**src/rtl/mem_arbiter_if.sv**
```systemverilog
// rtl/mem_arbiter_if.sv - one requester port of the shared-memory arbiter
interface mem_arbiter_if #(
   parameter int DATA_WIDTH = 32,
   parameter int ADDR_WIDTH = 32
);
   logic                  valid;
   logic                  we;
   logic [ADDR_WIDTH-1:0] addr;
   logic [DATA_WIDTH-1:0] wdata;
   logic                  ready;
   logic                  rvalid;
   logic [DATA_WIDTH-1:0] rdata;

   modport master (
      output valid, we, addr, wdata,
      input  ready, rvalid, rdata
   );

   modport slave (
      input  valid, we, addr, wdata,
      output ready, rvalid, rdata
   );
endinterface

```
**src/rtl/mem_arbiter.sv**
```systemverilog
// rtl/mem_arbiter.sv - round-robin arbiter sharing one single-port synchronous memory
// between two requesters (m0 = CPU load/store, m1 = loader/debug).
module mem_arbiter #(
   parameter int DATA_WIDTH = 32,
   parameter int ADDR_WIDTH = 32
) (
   input  logic                  clk,
   input  logic                  rst,
   mem_arbiter_if.slave          m0,
   mem_arbiter_if.slave          m1,
   output logic                  mem_en,
   output logic                  mem_we,
   output logic [ADDR_WIDTH-1:0] mem_addr,
   output logic [DATA_WIDTH-1:0] mem_wdata,
   input  logic [DATA_WIDTH-1:0] mem_rdata
);
   typedef enum logic [1:0] {IDLE, ISSUE, RESP} state_t;

   state_t                state;
   logic                  gnt;
   logic                  last;
   logic                  sel_valid;
   logic                  sel_we;
   logic                  other_valid;
   logic                  issue;
   logic                  resp;
   logic [ADDR_WIDTH-1:0] sel_addr;
   logic [DATA_WIDTH-1:0] sel_wdata;

   // Tie goes to the requester that was not served last.
   function automatic logic pick(input logic v0, input logic v1, input logic prev);
      return (v0 && v1) ? ~prev : v1;
   endfunction

   assign sel_valid   = gnt ? m1.valid : m0.valid;
   assign sel_we      = gnt ? m1.we    : m0.we;
   assign sel_addr    = gnt ? m1.addr  : m0.addr;
   assign sel_wdata   = gnt ? m1.wdata : m0.wdata;
   assign other_valid = gnt ? m0.valid : m1.valid;

   // Issue qualifies on the live valid so a dropped request aborts without a strobe.
   assign issue = (state == ISSUE) && sel_valid;
   assign resp  = (state == RESP);

   always_ff @(posedge clk or posedge rst) begin
      if (rst) begin
         state <= IDLE;
         gnt   <= 1'b0;
         last  <= 1'b1;
      end else begin
         case (state)
            IDLE: begin
               if (m0.valid || m1.valid) begin
                  gnt   <= pick(m0.valid, m1.valid, last);
                  state <= ISSUE;
               end
            end
            ISSUE: begin
               if (!sel_valid) begin
                  state <= IDLE;
               end else begin
                  last <= gnt;
                  if (!sel_we) begin
                     state <= RESP;
                  end else if (other_valid) begin
                     // The accepted write is consumed, so only the other side can be regranted.
                     gnt <= ~gnt;
                  end else begin
                     state <= IDLE;
                  end
               end
            end
            RESP: begin
               if (m0.valid || m1.valid) begin
                  gnt   <= pick(m0.valid, m1.valid, last);
                  state <= ISSUE;
               end else begin
                  state <= IDLE;
               end
            end
            default: state <= IDLE;
         endcase
      end
   end

   assign mem_en    = issue;
   assign mem_we    = issue && sel_we;
   assign mem_addr  = issue ? sel_addr  : '0;
   assign mem_wdata = issue ? sel_wdata : '0;

   assign m0.ready  = issue && !gnt;
   assign m1.ready  = issue && gnt;
   assign m0.rvalid = resp && !gnt;
   assign m1.rvalid = resp && gnt;
   assign m0.rdata  = (resp && !gnt) ? mem_rdata : '0;
   assign m1.rdata  = (resp && gnt)  ? mem_rdata : '0;
endmodule
```
**src/flat_wrapper.sv**
```systemverilog
// flat-port wrapper written by rule: the top's interface ports become plain ports
module mem_arbiter_flat 
#(
   parameter int DATA_WIDTH = 32,
   parameter int ADDR_WIDTH = 32
)
  (clk, rst, mem_en, mem_we, mem_addr, mem_wdata, mem_rdata, m0_valid, m0_we, m0_addr, m0_wdata, m0_ready, m0_rvalid, m0_rdata, m1_valid, m1_we, m1_addr, m1_wdata, m1_ready, m1_rvalid, m1_rdata);
  mem_arbiter_if #(.DATA_WIDTH(DATA_WIDTH), .ADDR_WIDTH(ADDR_WIDTH)) m0_i ();
  mem_arbiter_if #(.DATA_WIDTH(DATA_WIDTH), .ADDR_WIDTH(ADDR_WIDTH)) m1_i ();
  input  logic clk;
  input  logic rst;
  output logic mem_en;
  output logic mem_we;
  output logic [ADDR_WIDTH-1:0] mem_addr;
  output logic [DATA_WIDTH-1:0] mem_wdata;
  input  logic [DATA_WIDTH-1:0] mem_rdata;
  input wire logic [$bits(m0_i.valid)-1:0] m0_valid;
  input wire logic [$bits(m0_i.we)-1:0] m0_we;
  input wire logic [$bits(m0_i.addr)-1:0] m0_addr;
  input wire logic [$bits(m0_i.wdata)-1:0] m0_wdata;
  output wire logic [$bits(m0_i.ready)-1:0] m0_ready;
  output wire logic [$bits(m0_i.rvalid)-1:0] m0_rvalid;
  output wire logic [$bits(m0_i.rdata)-1:0] m0_rdata;
  input wire logic [$bits(m1_i.valid)-1:0] m1_valid;
  input wire logic [$bits(m1_i.we)-1:0] m1_we;
  input wire logic [$bits(m1_i.addr)-1:0] m1_addr;
  input wire logic [$bits(m1_i.wdata)-1:0] m1_wdata;
  output wire logic [$bits(m1_i.ready)-1:0] m1_ready;
  output wire logic [$bits(m1_i.rvalid)-1:0] m1_rvalid;
  output wire logic [$bits(m1_i.rdata)-1:0] m1_rdata;
  assign m0_i.valid = m0_valid;
  assign m0_i.we = m0_we;
  assign m0_i.addr = m0_addr;
  assign m0_i.wdata = m0_wdata;
  assign m0_ready = m0_i.ready;
  assign m0_rvalid = m0_i.rvalid;
  assign m0_rdata = m0_i.rdata;
  assign m1_i.valid = m1_valid;
  assign m1_i.we = m1_we;
  assign m1_i.addr = m1_addr;
  assign m1_i.wdata = m1_wdata;
  assign m1_ready = m1_i.ready;
  assign m1_rvalid = m1_i.rvalid;
  assign m1_rdata = m1_i.rdata;
  mem_arbiter #(.DATA_WIDTH(DATA_WIDTH), .ADDR_WIDTH(ADDR_WIDTH)) u_core (.clk(clk), .rst(rst), .m0(m0_i), .m1(m1_i), .mem_en(mem_en), .mem_we(mem_we), .mem_addr(mem_addr), .mem_wdata(mem_wdata), .mem_rdata(mem_rdata));
endmodule
```
**config.mk**
```make
export PLATFORM = sky130hd
export DESIGN_NAME = mem_arbiter_flat
export DESIGN_NICKNAME = d
export VERILOG_FILES = /design/src/rtl/mem_arbiter_if.sv /design/src/rtl/mem_arbiter.sv /design/src/flat_wrapper.sv
export SDC_FILE = /design/constraint.sdc
export NUM_CORES = 1
export LEC_CHECK = 0
export CAP_MARGIN = 20
export CORE_AREA = 5 5 114 116
export CTS_BUF_LIST = sky130_fd_sc_hd__clkbuf_16
export DETAILED_ROUTE_END_ITERATION = 8
export DIE_AREA = 0 0 119 121
export PLACE_DENSITY = 0.56
export SLEW_MARGIN = 20
export SYNTH_ARGS = -nofsm -noshare
export SYNTH_HDL_FRONTEND = slang
export SYNTH_SLANG_ARGS = --single-unit
```
**constraint.sdc**
```tcl
create_clock -name clk -period 3.2 [get_ports clk]
set_clock_uncertainty 0.15 [all_clocks]
set_input_delay 0.32 -clock clk [delete_from_list [all_inputs] [get_ports clk]]
set_output_delay 0.32 -clock clk [all_outputs]
set_load 0.1 [all_outputs]
```
======== Yosys cells after proc, flatten, opt, wreduce, memory -nomap -nowiden ========
Index checks and enable logic that the tools add are counted.
cells by class
  reductions and logical operators ........ 15
  bitwise logic cells ..................... 2
  equality and inequality tests ........... 8
  muxes and demuxes ....................... 21
operators with widths
  kind                  count
  $mux W32              6
  $ne A2 B1 Y1 const B  5
  $mux W1               9
  $mux W2               4
  $logic_and A1 B1 Y1   7
  $pmux W2 S3           1
  $reduce_and A5 Y1     1
  $ne A4 B4 Y1 const B  1
  $reduce_and A2 Y1     2
  $eq A2 B1 Y1 const B  1
  $eq A2 B2 Y1 const B  1
  $logic_not A2 Y1      1
  $not A1 Y1            2
  $pmux W1 S2           1
  $reduce_bool A2 Y1    1
  $reduce_or A2 Y1      1
  $logic_not A1 Y1      1
  $logic_or A1 B1 Y1    1
word-level totals
  register bits ........................... 4
  output and inout port bits .............. 134
  word-level logic and storage cells ...... 49

======== Longest topological paths before layout ========
  depth after elaboration ................. 5
  depth in mapped cells ................... 6

======== Worst setup path before layout ========
Ideal clock, no wire load.
  path type ............................... reg-to-output
  start ................................... reg u_core.gnt
  end ..................................... out m1_rdata[22]
  setup slack ............................. 180 ps
  data arrival time ....................... 2550 ps
  cell stages (with the launch flop) ...... 5
  required time ........................... 2730 ps
  buffers on the path ..................... 2
  path through ............................ dfrtp_1 buf_2 and3b_1 clkbuf_1 and2_1
on the way
  cells in the longest elaborated chain, start to end .. 2
ends and longest elaborated chain
  what                    line                RTL
  start, declared         mem_arbiter.sv:20   logic gnt;
  start signal, assigned  mem_arbiter.sv:54   gnt <= pick(m0.valid, m1.valid, last);
  start signal, assigned  mem_arbiter.sv:67   gnt <= ~gnt;
  start signal, assigned  mem_arbiter.sv:75   gnt <= pick(m0.valid, m1.valid, last);
  $logic_and A1 B1 Y1     n/a
  net m1_rvalid           flat_wrapper.sv:29  output wire logic [$bits(m1_i.rvalid)-1:0] m1_rvalid;
  $mux W32                mem_arbiter.sv:96   assign m1.rdata = (resp && gnt) ? mem_rdata : '0;
  end, declared           flat_wrapper.sv:30  output wire logic [$bits(m1_i.rdata)-1:0] m1_rdata;
The timed path passes the listed nets, and every way through them passes these cells.

======== Worst setup path in the final report ========
  start ................................... reg u_core.gnt
  end ..................................... out m1_rdata[18]
on the way
  cells in the longest elaborated chain, start to end .. 2
ends and longest elaborated chain
  what                 line
  $logic_and A1 B1 Y1  mem_arbiter.sv:96
  $mux W32             mem_arbiter.sv:96
No other way between the ends.

==> impl_summary.md <==
STA
The worst pin sits at a relative slew slack of 0.3995. At the pin with the least slew margin, the transition time is 0.9007 ns. The final period utilization is 0.8026. Setup repair after global routing left no endpoint under its margin.

The sum of negative setup slack is 0 ns. Based on the critical path, the design can be clocked at up to 389.4 MHz. The worst hold margin is 0.1193 ns.

The number of pins with negative max-slew slack in the final report is 0. The final count of negative-setup-slack endpoints is 0. The time the worst path needs with I/O delays and setup is 2.568 ns. The number of hold violations in the final report came to 0.

Clock tree
The insertion delay to the later sink of the worst-skew pair is 0.23 ns. The number of hold buffers added after CTS was 0. CTS built an H-tree with a depth of 1. The clock transition at the register clock pins on the worst setup and hold paths after CTS is 0.03 ns.

TritonCTS created 3 clock buffers. The clock passes through at most 2 buffers. The clock tree root driver cell is clkbuf_16. The number of setup buffers added after CTS is 0. The TritonCTS clock tree is built.

The clock drives 4 sinks. The count of instances resized after the clock tree is built is 0.

GRT
The overall overflow remaining after global route is 0. The via count of the first global-routing pass is 2608. The overall track demand over capacity in global routing is 0.1343. The global-route wire length before repair is 15410 µm. The maximum number of pins on one net before global-route repair is 66.

The number of antenna violations at the first check in global routing is 0.

Layout
0 antenna diodes ended up in the layout. Once layout is complete, the cells apart from fillers number 610. The number of nets in the final layout is 630. The area growth from synthesis to layout is 297.8%. The share of layout cells above drive strength 1 is 0.3110.

Critical path
The startpoint identified for the worst register-to-register timing path is u_core.state[1]. The register-to-register path setup slack is 1.65 ns. STA puts the critical path data arrival time at 2.10 ns.

Of all nets on the critical path, the largest fanout is 33. In this run the worst setup path begins at u_core.gnt. STA puts the critical path data required time at 2.73 ns. The type of origin of the critical path is a flip-flop. The number of cells on the worst reg-to-reg path is 4. The terminus of the critical flop-to-flop path is u_core.last. Among all stages on the critical path, the largest delay is contributed by and3b_1. The worst setup path is captured at an output pin. The delay of the slowest cell on the worst path is 0.81 ns. The signal on the critical path passes through and3b_1, and2_1, buf_4. By startpoint and endpoint, the worst setup path is classified as flip-flop to output pin. The endpoint of the most critical setup path is m1_rdata[18].

Synthesis
By area the synthesized netlist is led by a22o_1 (41%), and2_1 (30%), dfrtp_1 (5.6%). Synthesis produced a netlist with a net count of 344. Each instance of the synthesized netlist takes up on average 7.592 µm².

Synthesis inferred 4 register bits. The share of synthesized area in the top cell type comes to 0.4148. The Yosys step of the flow raised 0 warnings.

The post-synthesis cell type with the largest combined area is a22o_1. Of the synthesized area, sequential elements account for 0.07500. In this run, distinct cell masters in the synthesized netlist total 22. The synthesized instance count is 178. In this run the cell area of the synthesized design comes to 1351 µm².

Drt
The initial DRC count is 96. The average vias per placed instance is 4.223. The average wire length per cell after detail routing is 17.43 µm.

The final antenna-violating net count is 0. The routed via count is 2576. For this run, the detailed router's first-pass iteration total came to 4.

The post-detailed-routing wire length is 10630 µm. In the routed design, unresolved DRC markers number 0.

Floorplanning
The number of placed I/O pins is 300. Measured along the y axis, the die boundary spans 121 µm. The standard cell core area is 11810 µm². The standard-cell row count is 40. In this run the horizontal extent of the chip is 119 µm.

The floorplan step defined a die boundary enclosing 14400 µm². For this configuration, the core starts out at a cell density of 0.1144.

Placed design
During placement, the flow inserted port buffers numbering 299. The wire-length estimate of the detail-placed layout is 9266 µm. The number of instances in the placed design is 606.

The placer's final routability congestion estimate is 0.7622.

Pwr
The analysis attributes to cell leakage a power of 2.256 nW. The total power density per cell area is 600.4 nW/µm². The worst supply voltage drop on vdd is 0.0003904 V.

Outcome
The flow ran to the end, and the final reports show no timing, DRC or antenna violations.

Hold path
In this run the worst hold path is classified as input pin to asynchronous set/reset pin.

Run
The reported max-cap violation count is 0.
through the flow:
stage / utilization / power (W) / setup WS (ns) / area [µm²]
after floorplan: - / 0.001931 / 0.1804 / 1351
after global placement: 0.4484 / 0.003031 / 0.6710 / 5296
after detailed placement: 0.4484 / 0.003041 / 0.6273 / 5296
after CTS: 0.4551 / 0.003253 / 0.6231 / 5375
after global routing: 0.4551 / 0.003315 / 0.4808 / 5375
final: 0.4551 / 0.003227 / 0.6318 / 5375
power by group:
group          switching (W)   total, W  internal (W)
Combinational        0.00191    0.00293       0.00102
Clock              0.0000406   0.000202      0.000162
Sequential         0.0000270  0.0000996     0.0000726
synth_stat cells:
cell,count
buf_6,4
nor3b_2,1
and3b_1,1
nand3_1,1
o221ai_1,1
nand2b_1,3
clkbuf_1,5
nor2_1,4
a22o_1,64
o32ai_1,1
and2_1,64
dfstp_2,1
buf_2,8
o311ai_0,1
mux2i_1,1
nand3b_1,1
nand2_1,3
dfrtp_1,3
buf_4,4
nor3_2,1
inv_1,4
a21o_1,2
logic make-up after synthesis:
group,share of synthesized area
flops,0.07500
buf+inv,0.1102
simple gates,0.3620
mux,0.007408
compound gates,0.4454
layer usage:
metal  vias up  global-route usage  part of all wire
met1      1158              0.1478              0.36
met3        13             0.04942              0.10
met5         -                   0                 0
li1       1232                   -                 -
met2       173              0.2444              0.52
met4         0             0.03186             0.017
worst min path at each step:
stage / from / end / slack [ns] / depth (start not counted)
5_1_grt: rst / u_core.state[0] / 0.15 / 2
2_1_floorplan: rst / u_core.gnt / -0.06 / 1
6_report: rst / u_core.gnt / 0.12 / 2
3_3_place_gp: u_core.last / u_core.last / 0.35 / 1
4_1_cts: rst / u_core.gnt / 0.12 / 2
3_5_place_dp: rst / u_core.gnt / 0.36 / 2
placed cells by master (no fill, tap or decap), types with 2 or more instances in the layout:
master	synthesis	final
clkdlybuf4s50_1	0	165
buf_12	0	96
a22o_1	64	64
and2_1	64	64
buf_4	4	41
inv_1	4	5
nand2_1	3	3
nand2b_1	3	3
nor2_1	4	3
clkbuf_16	0	3
dfrtp_1	3	3
a21o_1	2	2
registers in the layout, indices dropped and copies added (netlist names):
name          count
u_core.gnt        1
u_core.last       1
u_core.state      2
worst max-delay path, delay by kind of cell, from the launching register on:
family                 cells  cell delay (ns)
and+or+nand+nor            2             1.05
DFF                        1             0.51
buffers and inverters      1             0.29
final cells by class:
cell class,count,area [µm²]
Multi-Input combinational cell,149,1115
Tap cell,147,183.9
Clock buffer,3,75.07
Clock inverter,1,3.754
Sequential cell,4,101.3
Fill cell,1120,6436
Inverter,4,15.01
Timing Repair Buffer,302,3881
Power figures use the tool's default switching activity.
